[config.mk]
export PLATFORM = sky130hd
export DESIGN_NAME = symbol_serializer_pp
export DESIGN_NICKNAME = d
export VERILOG_FILES = /design/src/rtl/zmodem_pkg.sv /design/src/rtl/symbol_serializer_pp_sym_shift_unit.sv /design/src/rtl/symbol_serializer_pp.sv
export SDC_FILE = /design/constraint.sdc
export NUM_CORES = 1
export LEC_CHECK = 0
export ABC_AREA = 1
export CAP_MARGIN = 20
export CORE_ASPECT_RATIO = 0.8
export CORE_MARGIN = 2
export CORE_UTILIZATION = 45
export CTS_BUF_LIST = sky130_fd_sc_hd__clkbuf_8
export CTS_CLUSTER_DIAMETER = 30
export DETAILED_ROUTE_END_ITERATION = 10
export PLACE_DENSITY_LB_ADDON = 0.2
export RECOVER_POWER = 25
export REMOVE_ABC_BUFFERS = 1
export SYNTH_ARGS = -nofsm -noshare
export SYNTH_HDL_FRONTEND = slang
export SYNTH_SLANG_ARGS = --single-unit
[constraint.sdc]
create_clock -name clk -period 4.25 [get_ports clk]
set_input_delay 0.85 -clock clk [delete_from_list [all_inputs] [get_ports clk]]
set_output_delay 0.85 -clock clk [all_outputs]
set_load 0.01 [all_outputs]
[src/rtl/zmodem_pkg.sv]
// Shared types and helpers for the modem symbol path.
// Symbol modes, per-mode symbol width and default block size.
package zmodem_pkg;

  localparam int BLOCK_W_DEF = 128;

  localparam logic [1:0] SYM_MODE_BPSK  = 2'd0;
  localparam logic [1:0] SYM_MODE_QPSK  = 2'd1;
  localparam logic [1:0] SYM_MODE_QAM16 = 2'd2;

  typedef enum logic {
    ST_IDLE,
    ST_TX
  } ser_state_e;

  // Reserved mode 3 falls back to two bits per symbol.
  function automatic logic [2:0] sym_width(input logic [1:0] mode);
    logic [2:0] w;
    unique case (1'b1)
      (mode == SYM_MODE_BPSK):  w = 3'd1;
      (mode == SYM_MODE_QAM16): w = 3'd4;
      default:                  w = 3'd2;
    endcase
    return w;
  endfunction

endpackage

[src/rtl/symbol_serializer_pp_sym_shift_unit.sv]
// Active block shift register for the symbol serializer.
// Holds the block in flight, its symbol width and remaining count.
import zmodem_pkg::*;

module sym_shift_unit #(
  parameter int BLOCK_W   = BLOCK_W_DEF,
  parameter bit MSB_FIRST = 1'b1
) (
  input  logic               clk,
  input  logic               reset,
  input  logic               load,
  input  logic [BLOCK_W-1:0] load_data,
  input  logic [2:0]         load_w,
  input  logic               advance,
  output logic [3:0]         sym_data,
  output logic               last
);

  localparam int CW = $clog2(BLOCK_W) + 1;

  logic [BLOCK_W-1:0] sh_q, sh_d;
  logic [2:0]         w_q, w_d;
  logic [CW-1:0]      rem_q, rem_d;
  logic [3:0]         edge4;

  // Load a fresh block or shift out the symbol just taken.
  always_comb begin
    sh_d  = sh_q;
    w_d   = w_q;
    rem_d = rem_q;
    if (load) begin
      sh_d = load_data;
      w_d  = load_w;
      unique case (1'b1)
        (load_w == 3'd1): rem_d = CW'(BLOCK_W - 1);
        (load_w == 3'd4): rem_d = CW'(BLOCK_W / 4 - 1);
        default:          rem_d = CW'(BLOCK_W / 2 - 1);
      endcase
    end else if (advance) begin
      if (MSB_FIRST) sh_d = sh_q << w_q;
      else           sh_d = sh_q >> w_q;
      rem_d = rem_q - CW'(1);
    end
  end

  // Current symbol sits at the leading edge of the shift register.
  always_comb begin
    if (MSB_FIRST) edge4 = sh_q[BLOCK_W-1 -: 4];
    else           edge4 = sh_q[3:0];
    unique case (1'b1)
      (w_q == 3'd1):
        sym_data = MSB_FIRST ? {3'b0, edge4[3]}
                             : {3'b0, edge4[0]};
      (w_q == 3'd2):
        sym_data = MSB_FIRST ? {2'b0, edge4[3:2]}
                             : {2'b0, edge4[1:0]};
      default:
        sym_data = edge4;
    endcase
  end

  assign last = (rem_q == '0);

  // Active block state registers.
  always_ff @(posedge clk or negedge reset) begin
    if (!reset) begin
      sh_q  <= '0;
      w_q   <= 3'd0;
      rem_q <= '0;
    end else begin
      sh_q  <= sh_d;
      w_q   <= w_d;
      rem_q <= rem_d;
    end
  end

endmodule

[src/rtl/symbol_serializer_pp.sv]
// Ping-pong block-to-symbol serializer feeding the modulator.
// Hold buffer lets the next block queue behind the one in flight.
import zmodem_pkg::*;

module symbol_serializer_pp #(
  parameter int BLOCK_W   = BLOCK_W_DEF,
  parameter int MAX_SYM_W = 4,
  parameter bit MSB_FIRST = 1'b1
) (
  input  logic                 clk,
  input  logic                 reset,
  input  logic [BLOCK_W-1:0]   blk_data,
  input  logic                 blk_valid,
  output logic                 blk_ready,
  input  logic [1:0]           sym_mode,
  output logic [MAX_SYM_W-1:0] sym_data,
  output logic                 sym_valid,
  input  logic                 sym_ready,
  output logic                 sym_last,
  output logic                 underrun,
  output logic [15:0]          blk_count
);

  ser_state_e         state_q, state_d;
  logic [BLOCK_W-1:0] hold_q, hold_d;
  logic [2:0]         hold_w_q, hold_w_d;
  logic               hold_full_q, hold_full_d;
  logic [15:0]        blk_count_q, blk_count_d;
  logic               underrun_q, underrun_d;

  logic               tx;
  logic               fire_sym;
  logic               fire_last;
  logic               accept;
  logic               load_direct;
  logic               to_hold;
  logic               move_hold;
  logic               u_load;
  logic               u_adv;
  logic [BLOCK_W-1:0] u_data;
  logic [2:0]         u_w;
  logic [3:0]         u_sym;
  logic               u_last;

  assign tx          = (state_q == ST_TX);
  assign fire_sym    = tx & sym_ready;
  assign fire_last   = fire_sym & u_last;
  assign accept      = blk_valid & ~hold_full_q;
  assign load_direct = accept & (~tx | fire_last);
  assign to_hold     = accept & ~load_direct;
  assign move_hold   = fire_last & hold_full_q;
  assign u_load      = load_direct | move_hold;
  assign u_adv       = fire_sym & ~u_last;
  assign u_data      = move_hold ? hold_q : blk_data;
  assign u_w         = move_hold ? hold_w_q
                                 : sym_width(sym_mode);

  sym_shift_unit #(
    .BLOCK_W   (BLOCK_W),
    .MSB_FIRST (MSB_FIRST)
  ) u_shift (
    .clk       (clk),
    .reset     (reset),
    .load      (u_load),
    .load_data (u_data),
    .load_w    (u_w),
    .advance   (u_adv),
    .sym_data  (u_sym),
    .last      (u_last)
  );

  // Hold buffer, FSM, block counter and underrun pulse.
  always_comb begin
    state_d     = state_q;
    hold_d      = hold_q;
    hold_w_d    = hold_w_q;
    hold_full_d = hold_full_q;
    blk_count_d = blk_count_q;
    underrun_d  = 1'b0;
    if (fire_last) blk_count_d = blk_count_q + 16'd1;
    if (to_hold) begin
      hold_d      = blk_data;
      hold_w_d    = sym_width(sym_mode);
      hold_full_d = 1'b1;
    end else if (move_hold) begin
      hold_full_d = 1'b0;
    end
    if (u_load) begin
      state_d = ST_TX;
    end else if (fire_last) begin
      state_d    = ST_IDLE;
      underrun_d = 1'b1;
    end
  end

  // Control and hold registers.
  always_ff @(posedge clk or negedge reset) begin
    if (!reset) begin
      state_q     <= ST_IDLE;
      hold_q      <= '0;
      hold_w_q    <= 3'd0;
      hold_full_q <= 1'b0;
      blk_count_q <= 16'd0;
      underrun_q  <= 1'b0;
    end else begin
      state_q     <= state_d;
      hold_q      <= hold_d;
      hold_w_q    <= hold_w_d;
      hold_full_q <= hold_full_d;
      blk_count_q <= blk_count_d;
      underrun_q  <= underrun_d;
    end
  end

  assign blk_ready = ~hold_full_q;
  assign sym_valid = tx;
  assign sym_data  = tx ? MAX_SYM_W'(u_sym) : '0;
  assign sym_last  = tx & u_last;
  assign underrun  = underrun_q;
  assign blk_count = blk_count_q;

endmodule

Word level (Yosys, flattened, before mapping)
Index checks and enable logic that the tools add are counted.
{"block": "classes", "addsub": 2, "eq_ne": 5, "shift": 1, "muxes": 16, "n_bitwise": 14, "n_reduce_logical": 5}
{"op": "$mux W128", "count": 3}
{"op": "$shl A128 B3 Y128", "count": 1}
{"op": "$add A16 B1 Y16 const B", "count": 1}
{"op": "$mux W8", "count": 2}
{"op": "$pmux W7 S2", "count": 1}
{"op": "$and A1 B1 Y1", "count": 8}
{"op": "$logic_not A8 Y1", "count": 1}
{"op": "$pmux W4 S2", "count": 1}
{"op": "$sub A8 B1 Y8 const B", "count": 1}
{"op": "$eq A3 B1 Y1 const B", "count": 2}
{"op": "$mux W1", "count": 6}
{"op": "$pmux W3 S2", "count": 1}
{"op": "$reduce_bool A2 Y1", "count": 3}
{"op": "$mux W4", "count": 1}
{"op": "$not A1 Y1", "count": 4}
{"op": "$eq A3 B2 Y1 const B", "count": 1}
{"op": "$eq A3 B3 Y1 const B", "count": 1}
{"op": "$mux W3", "count": 1}
{"op": "$eq A2 B2 Y1 const B", "count": 1}
{"op": "$logic_not A2 Y1", "count": 1}
{"op": "$or A1 B1 Y1", "count": 2}
{"block": "word_totals", "regBits": 289, "inputBits": 134, "out_inout_bits": 24, "wordCells": 52}

Logic depth before layout (Yosys ltp)
{"block": "logic_depth", "ltp_word": 7, "mapped_depth": 13, "mapped_depth_nobuf": 12}

By module
From an unflattened synthesis, not the netlist that was laid out.
{"block": "unflattened", "hier_cells": 2720, "area_unflattened_um2": 19212.2}
{"module": "sym_shift_unit", "n_inst": 1, "cells_per_inst": 1740, "area_each_um2": 10887.9, "seq_area_each_um2": 3478.3}
{"module": "symbol_serializer_pp", "n_inst": 1, "cells_per_inst": 980, "area_each_um2": 8324.2, "seq_area_each_um2": 3753.6}

Least setup slack after synthesis
OpenSTA, ideal clock, no wires.
{"block": "synth_path", "path_kind": "reg2out", "from": "reg u_shift.w_q[0]", "to": "out sym_data[0]", "arrival_ps": 1525, "required_time_ps": 3400, "slack_ps": 1875, "path_stages_with_launch": 8, "n_path_buf": 3, "cell_sequence": "dfrtp_1 > buf_2 > clkbuf_1 > clkbuf_1 > nor2_1 > inv_1 > nand3_1 > o21ai_0"}
{"block": "synth_via", "elab_chain_len": 3, "elab_cells_between_ends": 4, "classes_between": "2 x eq/ne; 2 x mux"}
{"item": "start, declared", "line_no": "symbol_serializer_pp_sym_shift_unit.sv:22", "text": "logic [2:0] w_q, w_d;"}
{"item": "start signal, assigned", "line_no": "symbol_serializer_pp_sym_shift_unit.sv:72", "text": "w_q <= w_d;"}
{"item": "$eq A3 B2 Y1 or $eq A3 B1 Y1 (tied branches)", "line_no": "symbol_serializer_pp_sym_shift_unit.sv:54, symbol_serializer_pp_sym_shift_unit.sv:51"}
{"item": "$pmux W4 S2 (*)", "line_no": "symbol_serializer_pp_sym_shift_unit.sv:50", "text": "unique case (1'b1)"}
{"item": "$mux W4 (*)", "line_no": "symbol_serializer_pp.sv:117", "text": "assign sym_data = tx ? MAX_SYM_W'(u_sym) : '0;"}
{"item": "end, declared", "line_no": "symbol_serializer_pp.sv:16", "text": "output logic [MAX_SYM_W-1:0] sym_data,"}
Mark *: on every way between the ends. The rest lies on a longest branch, timed or not.

Worst setup path after layout
{"block": "layout_path", "from": "reg u_shift.w_q[1]", "to": "out sym_data[0]"}
Same word-level chain as after synthesis.

==> flow_summary.yaml <==
run_status:
  run_status: "finished, violations left"
  violations: "max-capacitance violations, max-slew violations"
timing:
  skew_ns: 0.0427
  timing.final.ws_setup_ns: 0.194
  worst_margin_slew_ns: 3.03
  post-route-min-period_ns: 4.06
  slew-limit-headroom_pct: -102
  setup_viol: 0
  grt_setup_unrepaired: "false"
  whs_ns: 0.474
  maxSlewViolCount: 112
  layout_worst_path_cycle_share_pct: 95.4
  max_clock_freq_mhz: 247
  report.final.hold_viol_count: 0
yosys:
  synth_flop_cell: "dfrtp_1"
  synth_cell_types: 29
  async_reset_ff_share_pct: 100
  count_of_flip_flops_with_a_built_in_enable_after_synthesis: 0
  synth-seq-area-share_pct: 41.1
  post_synth_inst_count: 2582
  synth.cell_area_sq_um: 17600
  synth-seq-cells: 289
  syn_avg_cell_area_sq_um: 6.82
  synth-warning-count: 0
hold_path:
  worstHoldEndpoint: "hold_q[126]"
  timing.hold.worst.start: "hold_q[126]"
  hold_depth: 2
  min-delay-path-class: "reg2reg"
floorplan:
  initial_core_util_pct: 45.8
  top_level_ports: 158
  die_w_um: 225
  design.core.area_sq_um: 38400
  die_area_sq_um: 40700
  placementRows: 64
  die_height_um: 181
worst_setup_path:
  critical_path_required_ns: 3.40
  critical_path.max_fanout: 35
  rr_endpoint: "u_shift.sh_q[4]"
  critPathCaptureType: "primary output"
  ff2ff_path_depth: 11
  worst_ep_arrival_time_ns: 3.21
  rr_startpoint: "u_shift.rem_q[0]"
  setup.worst_path.class: "reg2out"
  register_to_register_setup_slack_ns: 1.27
  setup.worst_path.start_class: "flop"
  crit_path_start: "u_shift.w_q[1]"
global_route:
  first_global_vias: 16200
  number_of_antenna_violations_at_the_first_check_in_global_routing: 2
  gr-usage-met3_pct: 3.48
  grt_busiest_layer: "met2"
  grt_start_max_net_pins: 139
  grt.overflow.total: 0
  grt_first_pass_wirelength_mm: 81.9
  grt_use_met2_pct: 37.2
  global_route.usage.total_pct: 24.2
  gr-usage-met1_pct: 35.1
detailed_routing:
  postRouteAntennaNets: 0
  routedWlPerCell_um: 15.3
  first_pass_detailed_route_iteration_total: 7
  routed_wl_mm: 48.7
  route.detailed.drc: 0
  num_vias: 17200
  detail_route.vias_per_cell: 5.41
  drt_iter0_drc: 1858
place:
  dp_cells: 3077
  detailedPlacementHpwl_mm: 30.4
  io_buffer_count: 157
  postPlaceCellArea_sq_um: 19400
  gp_congestion: 0.886
  place_worst_setup_slack_ns: 0.813
power:
  power_w: 0.0153
  cell_area_power_density_nw_per_um2: 740
  static_leakage_nw: 9.95
  vdd_ir_drop_max_uv: 411
clock_tree:
  ctsHoldBuffers: 0
  cts_num_sinks: 289
  h-tree-depth: 2
  cts_root_buffer: "clkbuf_8"
  clkLatencyLatePin_ns: 0.64
  cts.repair.resized: 0
  cts_tree: "built"
  clock_path_buffers: 3
  cts.reportedPaths.clkPinSlew_ns: 0.06
  numCtsBuffers: 60
  post_cts.repair.setup_buffers: 0
cells_and_area:
  area.growth.synth_to_final_pct: 17.7
  layout.cells.most_common: "nand2_1"
  n_fill_cell: 3800
  area_used_by_multi_input_combinational_logic_sq_um: 8720
  final_cell_mix: "nand2_1 (987), nand3_1 (323), o21ai_0 (290)"
  register_cell_area_after_layout_sq_um: 7240
  post-route-cell-area_sq_um: 20700
  instances_no_fill: 3185
  final_net_count: 2780
  post_route_cells_drive_above_1_share_pct: 5.99
job:
  timing.max_cap.violations: 1
routing by layer:
metal  vias up  part of all wire, %
li1       8537                    -
met1      8071                   47
met2       551                   44
met3        86                  6.2
met4         0                  2.6
met5         -                    0
layout make-up:
| class | instances | area share, % |
|---|---|---|
| Inverter | 228 | 4.16 |
| Multi-Input combinational cell | 1884 | 42.1 |
| Tap cell | 495 | 2.99 |
| Clock buffer | 71 | 4.72 |
| Sequential cell | 289 | 35.0 |
| Clock inverter | 35 | 1.92 |
| Timing Repair Buffer | 181 | 9.14 |
| Antenna cell | 2 | 0.0242 |
how the worst max path moves through the flow:
stage                  endpoint  slack [ns]  depth (start not counted)
global placement    sym_data[0]        0.87                          7
finish              sym_data[0]        0.19                          7
floorplan           hold_q[100]       -3.39                          7
CTS                 sym_data[0]        0.19                          7
global route        sym_data[0]        0.02                          7
detailed placement  hold_q[122]        0.81                         10
flip-flops by register name, indices dropped and copies added, names as in the netlist:
register and count:
hold_q 128, sym_valid 1, underrun 1, u_shift.sh_q 128, u_shift.rem_q 8, blk_count 16
hold_w_q 3, u_shift.w_q 3, hold_full_q 1
per-stage QoR:
stage,util (%),setup TNS (ns)
2_1_floorplan,-,-589.55
3_3_place_gp,50.3,0
3_5_place_dp,50.3,0
4_1_cts,53.9,0
5_1_grt,53.9,0
6_report,53.9,0
worst max-delay path, cell delays in order (launching register included):
cell	delay, ns
dfrtp_4	0.63
clkinv_2	0.49
nand2_1	0.29
nor2_1	0.08
inv_1	0.10
nand3_1	0.13
o21ai_0	0.26
clkdlybuf4s50_1	0.59
cells by family (layout without fill, tap and decap cells):
logic type	Yosys count	in the layout	share of synthesized area (%)
buf+inv	409	515	9.56
flops	289	289	41.1
other cells	0	2	0
compound gates	452	452	14.7
simple gates	1397	1397	32.8
mux	17	17	0.966
fa+ha+maj	2	2	0.142
xor+xnor	16	16	0.796
synth_stat cells (6+ instances only):
master | number | area share (%)
o21ai_1 | 27 | 0.77
buf_6 | 6 | 0.38
nand4_1 | 12 | 0.43
o21ai_0 | 290 | 8.2
mux2i_1 | 17 | 0.97
dfrtp_1 | 289 | 41
buf_2 | 52 | 1.5
inv_1 | 222 | 4.7
o211ai_1 | 128 | 5.5
clkbuf_1 | 85 | 1.8
buf_1 | 28 | 0.60
nand2_1 | 987 | 21
xnor2_1 | 7 | 0.35
xor2_1 | 9 | 0.45
nor2_1 | 44 | 0.94
inv_2 | 6 | 0.13
buf_4 | 10 | 0.43
or2_2 | 18 | 0.64
nand3_1 | 323 | 9.2
where the power goes:
part / leakage, nW / internal, W / switching (W)
Clock: 0.727 / 0.00202 / 0.00132
Sequential: 3.62 / 0.00403 / 0.000851
Combinational: 5.60 / 0.00250 / 0.00461
Note: power is estimated with default switching activity, not from simulation.
